`config.mk`:
```
export PLATFORM = sky130hd
export DESIGN_NAME = lbox_scheduler_flat
export DESIGN_NICKNAME = d
export VERILOG_FILES = /design/src/rtl/lbox_scheduler_if.sv /design/src/rtl/lbox_scheduler.sv /design/src/flat_wrapper.sv
export SDC_FILE = /design/constraint.sdc
export NUM_CORES = 1
export LEC_CHECK = 0
export ABC_AREA = 1
export CAP_MARGIN = 20
export CORE_MARGIN = 2
export CORE_UTILIZATION = 50
export DETAILED_ROUTE_END_ITERATION = 7
export GPL_ROUTABILITY_DRIVEN = 0
export PLACE_DENSITY_LB_ADDON = 0.08
export SLEW_MARGIN = 10
export SYNTH_ARGS = -nofsm -noshare
export SYNTH_HDL_FRONTEND = slang
export SYNTH_SLANG_ARGS = --single-unit
```
`constraint.sdc`:
```
create_clock -name clk -period 3.4 [get_ports clk]
set_input_delay 0.68 -clock clk [delete_from_list [all_inputs] [get_ports clk]]
set_output_delay 0.68 -clock clk [all_outputs]
set_load 0.01 [all_outputs]
```
`src/rtl/lbox_scheduler_if.sv`:
```
// Handshake bundle between the Clyde round controller, the L-box scheduler
// and the linear-layer datapath.
interface lbox_scheduler_if;
    localparam int unsigned STATE_W = 128;

    logic               in_valid;
    logic               in_ready;
    logic [STATE_W-1:0] in_state;
    logic               out_valid;
    logic               out_ready;
    logic [STATE_W-1:0] out_state;
    logic               busy;

    modport master (
        output in_valid, in_state, out_ready,
        input  in_ready, out_valid, out_state, busy
    );

    modport slave (
        input  in_valid, in_state, out_ready,
        output in_ready, out_valid, out_state, busy
    );
endinterface

```
`src/rtl/lbox_scheduler.sv`:
```
// Time-multiplexes the Clyde-128 L-box over the four-word state: pair (w0,w1)
// then pair (w2,w3), or both at once when two L-box instances are present.
module lbox_scheduler #(
    parameter int unsigned NUM_LB  = 1,
    parameter int unsigned OUT_REG = 1
) (
    input  logic            clk,
    input  logic            rst,
    lbox_scheduler_if.slave bus
);
    localparam int unsigned WORD_W  = 32;
    localparam int unsigned PAIR_W  = 2 * WORD_W;
    localparam int unsigned STATE_W = 4 * WORD_W;

    typedef enum logic [1:0] {
        S_IDLE = 2'd0,
        S_LO   = 2'd1,
        S_HI   = 2'd2,
        S_DONE = 2'd3
    } state_e;

    if (NUM_LB != 1 && NUM_LB != 2) begin : g_bad_num_lb
        $error("lbox_scheduler: NUM_LB must be 1 or 2");
    end
    if (OUT_REG != 1) begin : g_bad_out_reg
        $error("lbox_scheduler: OUT_REG must be 1");
    end

    function automatic logic [WORD_W-1:0] rotl(input logic [WORD_W-1:0] v,
                                               input int unsigned   n);
        return (v << n) | (v >> (WORD_W - n));
    endfunction

    function automatic logic [PAIR_W-1:0] lbox(input logic [WORD_W-1:0] x,
                                               input logic [WORD_W-1:0] y);
        logic [WORD_W-1:0] tx, ty, a3, b3, c, d;
        tx = x ^ rotl(x, 12);
        ty = y ^ rotl(y, 12);
        a3 = tx ^ rotl(tx, 3) ^ rotl(x, 17);
        b3 = ty ^ rotl(ty, 3) ^ rotl(y, 17);
        c  = a3 ^ rotl(a3, 31);
        d  = b3 ^ rotl(b3, 31);
        return {a3 ^ rotl(d, 26) ^ rotl(c, 15), b3 ^ rotl(c, 25) ^ rotl(d, 15)};
    endfunction

    state_e             state_q, state_d;
    logic [STATE_W-1:0] st_q, st_d;
    logic [STATE_W-1:0] res_q, res_d;
    logic               in_ready_q, in_ready_d;
    logic               out_valid_q, out_valid_d;
    logic               busy_q, busy_d;

    logic               sel_hi_c;
    logic [PAIR_W-1:0]  lb_a_c;
    logic [PAIR_W-1:0]  lb_b_c;

    // Shared instance: pair select is driven by the state register alone.
    assign sel_hi_c = (state_q == S_HI);
    assign lb_a_c   = lbox(sel_hi_c ? st_q[63:32] : st_q[127:96],
                           sel_hi_c ? st_q[31:0]  : st_q[95:64]);

    if (NUM_LB == 2) begin : g_dual
        assign lb_b_c = lbox(st_q[63:32], st_q[31:0]);
    end else begin : g_single
        assign lb_b_c = '0;
    end

    always_comb begin
        state_d = state_q;
        st_d    = st_q;
        res_d   = res_q;

        unique case (state_q)
            S_IDLE: begin
                if (bus.in_valid && in_ready_q) begin
                    st_d    = bus.in_state;
                    state_d = S_LO;
                end
            end
            S_LO: begin
                if (NUM_LB == 2) begin
                    res_d   = {lb_a_c, lb_b_c};
                    state_d = S_DONE;
                end else begin
                    res_d[STATE_W-1:PAIR_W] = lb_a_c;
                    state_d                 = S_HI;
                end
            end
            S_HI: begin
                res_d[PAIR_W-1:0] = lb_a_c;
                state_d           = S_DONE;
            end
            S_DONE: begin
                if (out_valid_q && bus.out_ready) begin
                    state_d = S_IDLE;
                end
            end
            default: state_d = S_IDLE;
        endcase

        in_ready_d  = (state_d == S_IDLE);
        out_valid_d = (state_d == S_DONE);
        busy_d      = (state_d != S_IDLE);
    end

    // Reset wins over any handshake on the same edge and discards partial results.
    always_ff @(posedge clk) begin
        if (rst) begin
            state_q     <= S_IDLE;
            st_q        <= '0;
            res_q       <= '0;
            in_ready_q  <= 1'b1;
            out_valid_q <= 1'b0;
            busy_q      <= 1'b0;
        end else begin
            state_q     <= state_d;
            st_q        <= st_d;
            res_q       <= res_d;
            in_ready_q  <= in_ready_d;
            out_valid_q <= out_valid_d;
            busy_q      <= busy_d;
        end
    end

    assign bus.in_ready  = in_ready_q;
    assign bus.out_valid = out_valid_q;
    assign bus.out_state = res_q;
    assign bus.busy      = busy_q;
endmodule

```
`src/flat_wrapper.sv`:
```
// flat-port wrapper written by rule: the top's interface ports become plain ports
module lbox_scheduler_flat 
#(
    parameter int unsigned NUM_LB  = 1,
    parameter int unsigned OUT_REG = 1
)
  (clk, rst, bus_in_valid, bus_in_state, bus_out_ready, bus_in_ready, bus_out_valid, bus_out_state, bus_busy);
  lbox_scheduler_if bus_i ();
  input  logic clk;
  input  logic rst;
  input wire logic [$bits(bus_i.in_valid)-1:0] bus_in_valid;
  input wire logic [$bits(bus_i.in_state)-1:0] bus_in_state;
  input wire logic [$bits(bus_i.out_ready)-1:0] bus_out_ready;
  output wire logic [$bits(bus_i.in_ready)-1:0] bus_in_ready;
  output wire logic [$bits(bus_i.out_valid)-1:0] bus_out_valid;
  output wire logic [$bits(bus_i.out_state)-1:0] bus_out_state;
  output wire logic [$bits(bus_i.busy)-1:0] bus_busy;
  assign bus_i.in_valid = bus_in_valid;
  assign bus_i.in_state = bus_in_state;
  assign bus_i.out_ready = bus_out_ready;
  assign bus_in_ready = bus_i.in_ready;
  assign bus_out_valid = bus_i.out_valid;
  assign bus_out_state = bus_i.out_state;
  assign bus_busy = bus_i.busy;
  lbox_scheduler #(.NUM_LB(NUM_LB), .OUT_REG(OUT_REG)) u_core (.clk(clk), .rst(rst), .bus(bus_i));
endmodule
```
Word level (Yosys, flattened, before mapping)
Cells that the tools add are included.
- output and inout port bits: 131
- input bits: 132
- word-level logic and storage cells: 46
- flip-flop bits (word level): 261
- muxes and demuxes: 5
- equality and inequality tests: 4
- reductions and logical operators: 6
- bitwise logic cells: 24
- operator list (kind ; number):
    XOR 32 bit ; 12
    2-to-1 mux 32 bit ; 2
    OR 32 x 12 -> 32 bit ; 2
    OR 32 x 15 -> 32 bit ; 2
    OR 32 x 17 -> 32 bit ; 2
    OR 32 x 3 -> 32 bit ; 2
    OR 32 x 31 -> 32 bit ; 2
    OR 32 x 25 -> 32 bit ; 1
    OR 32 x 26 -> 32 bit ; 1
    one-hot mux 2 bit (4 select lines) ; 1
    == test 2 bit, second input constant ; 3
    zero test 2 bit ; 2
    2-to-1 mux 2 bit ; 2
    == test 2 x 1 -> 1 bit, second input constant ; 1
    logical AND 1 bit ; 2
    AND reduction 2 bit ; 1
    nonzero test 2 bit ; 1

Longest topological paths before layout
- depth in word-level cells: 12
- mapped depth: 20

Worst setup path after synthesis
No wires, ideal clock.
- path type: reg2reg
- start point: register u_core.state_q[1]
- end point: register u_core.res_q[120] (netlist: u_core.bus.out_state[120])
- buffers on the path: 2
- clock period less this slack: 1990 ps
- cell stages (with the launch flop): 20
- slack: 1410 ps
- arrival: 1881 ps
- library setup time: 109 ps
- cells stage by stage: dfxtp_1 > buf_4 > inv_2 > nor2_4 > buf_4 > nand2_1 > nand2_1 > nand2_1 > nand2_1 > nand2_1 > nand3_1 > nand2_1 > nand2_1 > nand2_1 > nand2_1 > nand2_1 > nand2_1 > nand3_1 > nand2_1 > inv_1
- cells in the longest elaborated chain, start to end: 12
- ends and longest elaborated chain (element ; line ; RTL):
    start, declared ; lbox_scheduler.sv:46 ; state_e state_q, state_d;
    start signal, assigned ; lbox_scheduler.sv:116 ; state_q <= state_d;
    == test 2 bit ; lbox_scheduler.sv:58 ; assign sel_hi_c = (state_q == S_HI);
    2-to-1 mux 32 bit ; lbox_scheduler.sv:60 ; sel_hi_c ? st_q[31:0] : st_q[95:64]);
    OR 32 x 12 -> 32 bit ; lbox_scheduler.sv:31 ; return (v << n) | (v >> (WORD_W - n));
    XOR 32 bit ; lbox_scheduler.sv:38 ; ty = y ^ rotl(y, 12);
    OR 32 x 3 -> 32 bit ; lbox_scheduler.sv:31 ;
    XOR 32 bit (2 in series) ; lbox_scheduler.sv:40 ; b3 = ty ^ rotl(ty, 3) ^ rotl(y, 17);
    OR 32 x 31 -> 32 bit ; lbox_scheduler.sv:31 ;
    XOR 32 bit ; lbox_scheduler.sv:42 ; d = b3 ^ rotl(b3, 31);
    OR 32 x 26 -> 32 bit ; lbox_scheduler.sv:31 ;
    XOR 32 bit (2 in series) ; lbox_scheduler.sv:43 ; return {a3 ^ rotl(d, 26) ^ rotl(c, 15), b3 ^ rotl(c, 25) ^ rotl(d, 15)};
    end signal, assigned ; lbox_scheduler.sv:118 ; res_q <= res_d;
    end, declared ; lbox_scheduler.sv:48 ; logic [STATE_W-1:0] res_q, res_d;
Several ways; a longest one is shown, not always the timed one.
A chain may end at the register's enable or synchronous reset.

Final worst setup path
- start point: register u_core.state_q[1]
- end point: register u_core.res_q[126] (netlist: u_core.bus.out_state[126])
Same word-level chain as after synthesis.

==> Flow_metrics.wiki <==
{| class="wikitable"
! Metric !! Value
|-
| Result of the run || finished, violations left
|-
| Violated checks || design-rule violations
|-
| Maximum clock skew at final layout || between 0.02 and 0.025 ns
|-
| Vias || 23400
|-
| Commonest cells post-synth || sky130_fd_sc_hd__nand2_1 (1554), sky130_fd_sc_hd__nand3_1 (566), sky130_fd_sc_hd__nor2_1 (290)
|-
| Number of library cell types mapped by synthesis || 21
|-
| Total Routing Usage GR || 0.380
|-
| Avg Cell Area, Syn || 5.42 µm²
|-
| DRC violations left || 21
|-
| Register area share after synthesis || 0.283
|-
| Top achievable clock speed || between 300 and 400 MHz
|-
| Largest net degree at the start of global routing || between 100 and 150
|-
| Post-synth ARST share || 0
|-
| CTS clk-pin slew, worst paths || 0.06 ns
|-
| Die outline width || approximately 200 µm
|-
| Pwr per Cell Area || ~940 nW/µm²
|-
| Inserted Clock Buffers || 28
|-
| Vias per Instance || approximately 5.7
|-
| Pleak || approximately 0.012 µW
|-
| Buffer count from post-CTS setup fixing || 0
|-
| Clk_lat worst skew || 0.58 ns
|-
| Most area-consuming cells after synthesis || sky130_fd_sc_hd__nand2_1 (32%), sky130_fd_sc_hd__dfxtp_1 (28%), sky130_fd_sc_hd__nand3_1 (15%)
|-
| Root buffer selected by CTS || sky130_fd_sc_hd__clkbuf_16
|-
| Setup repair after global routing missed its margin || false
|-
| Critical path class || register to register
|-
| Max FO, Critical Path || 51
|-
| Total number of H-tree levels || 1
|-
| Count of flip-flops with a built-in enable after synthesis || 0
|-
| Required @ worst endpoint || about 3.9 ns
|-
| Die Area || 38500 µm²
|-
| Endpoint kind of the worst setup timing path || register
|-
| Setup Total Neg Slack || 0 ns
|-
| Worst IR Drop VDD || roughly 0.46 mV
|-
| Post-Syn Instances || between 3000 and 4000
|-
| Vertical extent of the die || 196 µm
|-
| Tcrit/Tclk final || 0.952
|-
| Starting utilization of the core area || 0.505
|-
| Hold WS || about 0.47 ns
|-
| Worst Hold Class || register to register
|-
| Count of final max-slew check failures || 0
|-
| Count of port buffers added during placement || 262
|-
| Predominant post-synthesis flop cell || sky130_fd_sc_hd__dfxtp_1
|-
| Yosys synthesis warning count || 0
|-
| Global-route wire length before repair || around 110 mm
|-
| First-pass DRT Iterations || 8
|-
| Most used standard cell by instance count after synthesis || sky130_fd_sc_hd__nand2_1
|-
| Mean routed wirelength per cell || ~18 µm
|-
| HPWL after DPL || just under 60 mm
|-
| Number of global-route vias before repair || a little over 20000
|-
| Number of clock sinks || 261
|-
| Setup slack after placement || roughly 0.41 ns
|-
| Post-Synthesis Net Count || approximately 3500
|-
| Final routed wirelength across all metal layers || 75.2 mm
|-
| Synthesized cell area || approximately 18000 µm²
|-
| Number of antenna violations at the first check in global routing || 1
|-
| Number of endpoints failing setup at the final stage || 0
|-
| Global route total overflow || 0
|-
| Number of standard-cell rows in the floorplan || 70
|-
| Drt initial violations || ~3200
|-
| Remaining max-slew budget at the tightest pin || 0.391
|-
| Post-route setup slack || 0.162 ns
|-
| Overall Power || roughly 21000 µW
|-
| Data arrival time at the worst-slack endpoint || about 3.7 ns
|-
| Number of synthesized register bits || 261
|-
| Hold_buf cts || 0
|-
| Layout cell share with drive strength beyond 1 || 0.0332
|-
| Number of gates given a new drive strength after cts || 0
|-
| Crit start category || register
|-
| Area fraction of the dominant cell type after synthesis || 0.316
|-
| Number of max-cap violations || 0
|-
| Area delta synth->final || 20.1%
|-
| Biggest area consumer among synthesized cells || sky130_fd_sc_hd__nand2_1
|-
| Worst-case clock buffer depth || 3
|-
| Final Critical Period || 3.24 ns
|-
| Clock tree from TritonCTS || built
|-
| I/O pins || 263
|-
| Placeable core region || between 30000 and 40000 µm²
|-
| Antenna diode count || 0
|-
| Number of nets in the layout || around 3700
|-
| Slew at the pin closest to its max-slew limit || a little over 0.9 ns
|-
| Hold violation total from the final report || 0
|-
| Antenna violation net count after detailed routing || 0
|}
cell families after synthesis:
logic type,synth area share
AO/OA/AOI/OAI,0.0659
buffers and inverters,0.0918
flip-flops,0.283
AND/OR/NAND/NOR,0.559
path summary, 6_finish.rpt:
path         slack (ns)                        end               from  cells after the start
max                0.16  u_core.bus.out_state[126]  u_core.state_q[1]                     16
min                0.47           u_core.st_q[126]   u_core.st_q[126]                      2
max reg2reg        0.16  u_core.bus.out_state[126]  u_core.state_q[1]                     16
min reg2reg        0.47           u_core.st_q[126]   u_core.st_q[126]                      2
critical path: stages (launching register included):
cell and delay, ns:
sky130_fd_sc_hd__dfxtp_4 0.55, sky130_fd_sc_hd__buf_4 0.52, sky130_fd_sc_hd__nand3_1 0.13, sky130_fd_sc_hd__nand2_1 0.30
sky130_fd_sc_hd__nand2_1 0.11, sky130_fd_sc_hd__nand2_1 0.10, sky130_fd_sc_hd__nand2_1 0.10, sky130_fd_sc_hd__nand2_1 0.10
sky130_fd_sc_hd__nand2_1 0.05, sky130_fd_sc_hd__nand2_1 0.33, sky130_fd_sc_hd__nand2_1 0.13, sky130_fd_sc_hd__nand2_1 0.14
sky130_fd_sc_hd__inv_1 0.06, sky130_fd_sc_hd__nand2_1 0.21, sky130_fd_sc_hd__nand3_1 0.16, sky130_fd_sc_hd__nand2_1 0.09
sky130_fd_sc_hd__inv_1 0.03
cell type report:
cell class / instances / area, µm²
Tap cell: 468 / 586
Clock buffer: 42 / 805
Timing Repair Buffer: 281 / 2880
Inverter: 284 / 1070
Sequential cell: 261 / 5230
Multi-Input combinational cell: 2739 / 11500
Clock inverter: 6 / 58.8
Fill cell: 3562 / 14400
sequential cells by signal, indices dropped and copies added, names as in the netlist:
| name | cells |
|---|---|
| u_core.bus.out_state | 128 |
| u_core.st_q | 128 |
| u_core.state_q | 2 |
| u_core.bus.busy | 1 |
| u_core.bus.in_ready | 1 |
| u_core.bus.out_valid | 1 |
report_power, final:
| group | switching, µW | internal, µW | leakage (µW) |
|---|---|---|---|
| combinational | 10100 | 3800 | 0.00896 |
| sequential | 353 | 3610 | 0.00215 |
| clock | 1280 | 1700 | 0.000425 |
placed cells by master, fill, tap and decap left out, types with 11 or more instances in the layout:
cell and instances:
sky130_fd_sc_hd__a21oi_1 115, sky130_fd_sc_hd__and2_1 12, sky130_fd_sc_hd__buf_4 11, sky130_fd_sc_hd__clkbuf_16 29, sky130_fd_sc_hd__clkdlybuf4s50_1 261, sky130_fd_sc_hd__dfxtp_1 260
sky130_fd_sc_hd__inv_1 280, sky130_fd_sc_hd__nand2_1 1554, sky130_fd_sc_hd__nand2_2 55, sky130_fd_sc_hd__nand3_1 566, sky130_fd_sc_hd__nand3b_1 16, sky130_fd_sc_hd__nor2_1 289
sky130_fd_sc_hd__o21ai_0 128
layer usage:
metal	global-route usage	vias up	part of all wire	wire length [µm]
met4	0.214	2	0.066	4940
met5	0	-	0.00017	13
li1	-	11100	-	-
met1	0.506	10400	0.39	29700
met3	0.0860	361	0.13	9890
met2	0.567	1588	0.41	30700
stage by stage:
step / cell area (µm²) / util / cells
floorplan: 18500 / - / 3408
global placement: 21300 / 0.583 / 4033
detailed placement: 21300 / 0.583 / 4033
CTS: 22200 / 0.607 / 4081
global route: 22200 / 0.607 / 4081
finish: 22200 / 0.607 / 4081
Note: power is estimated with default switching activity, not from simulation.
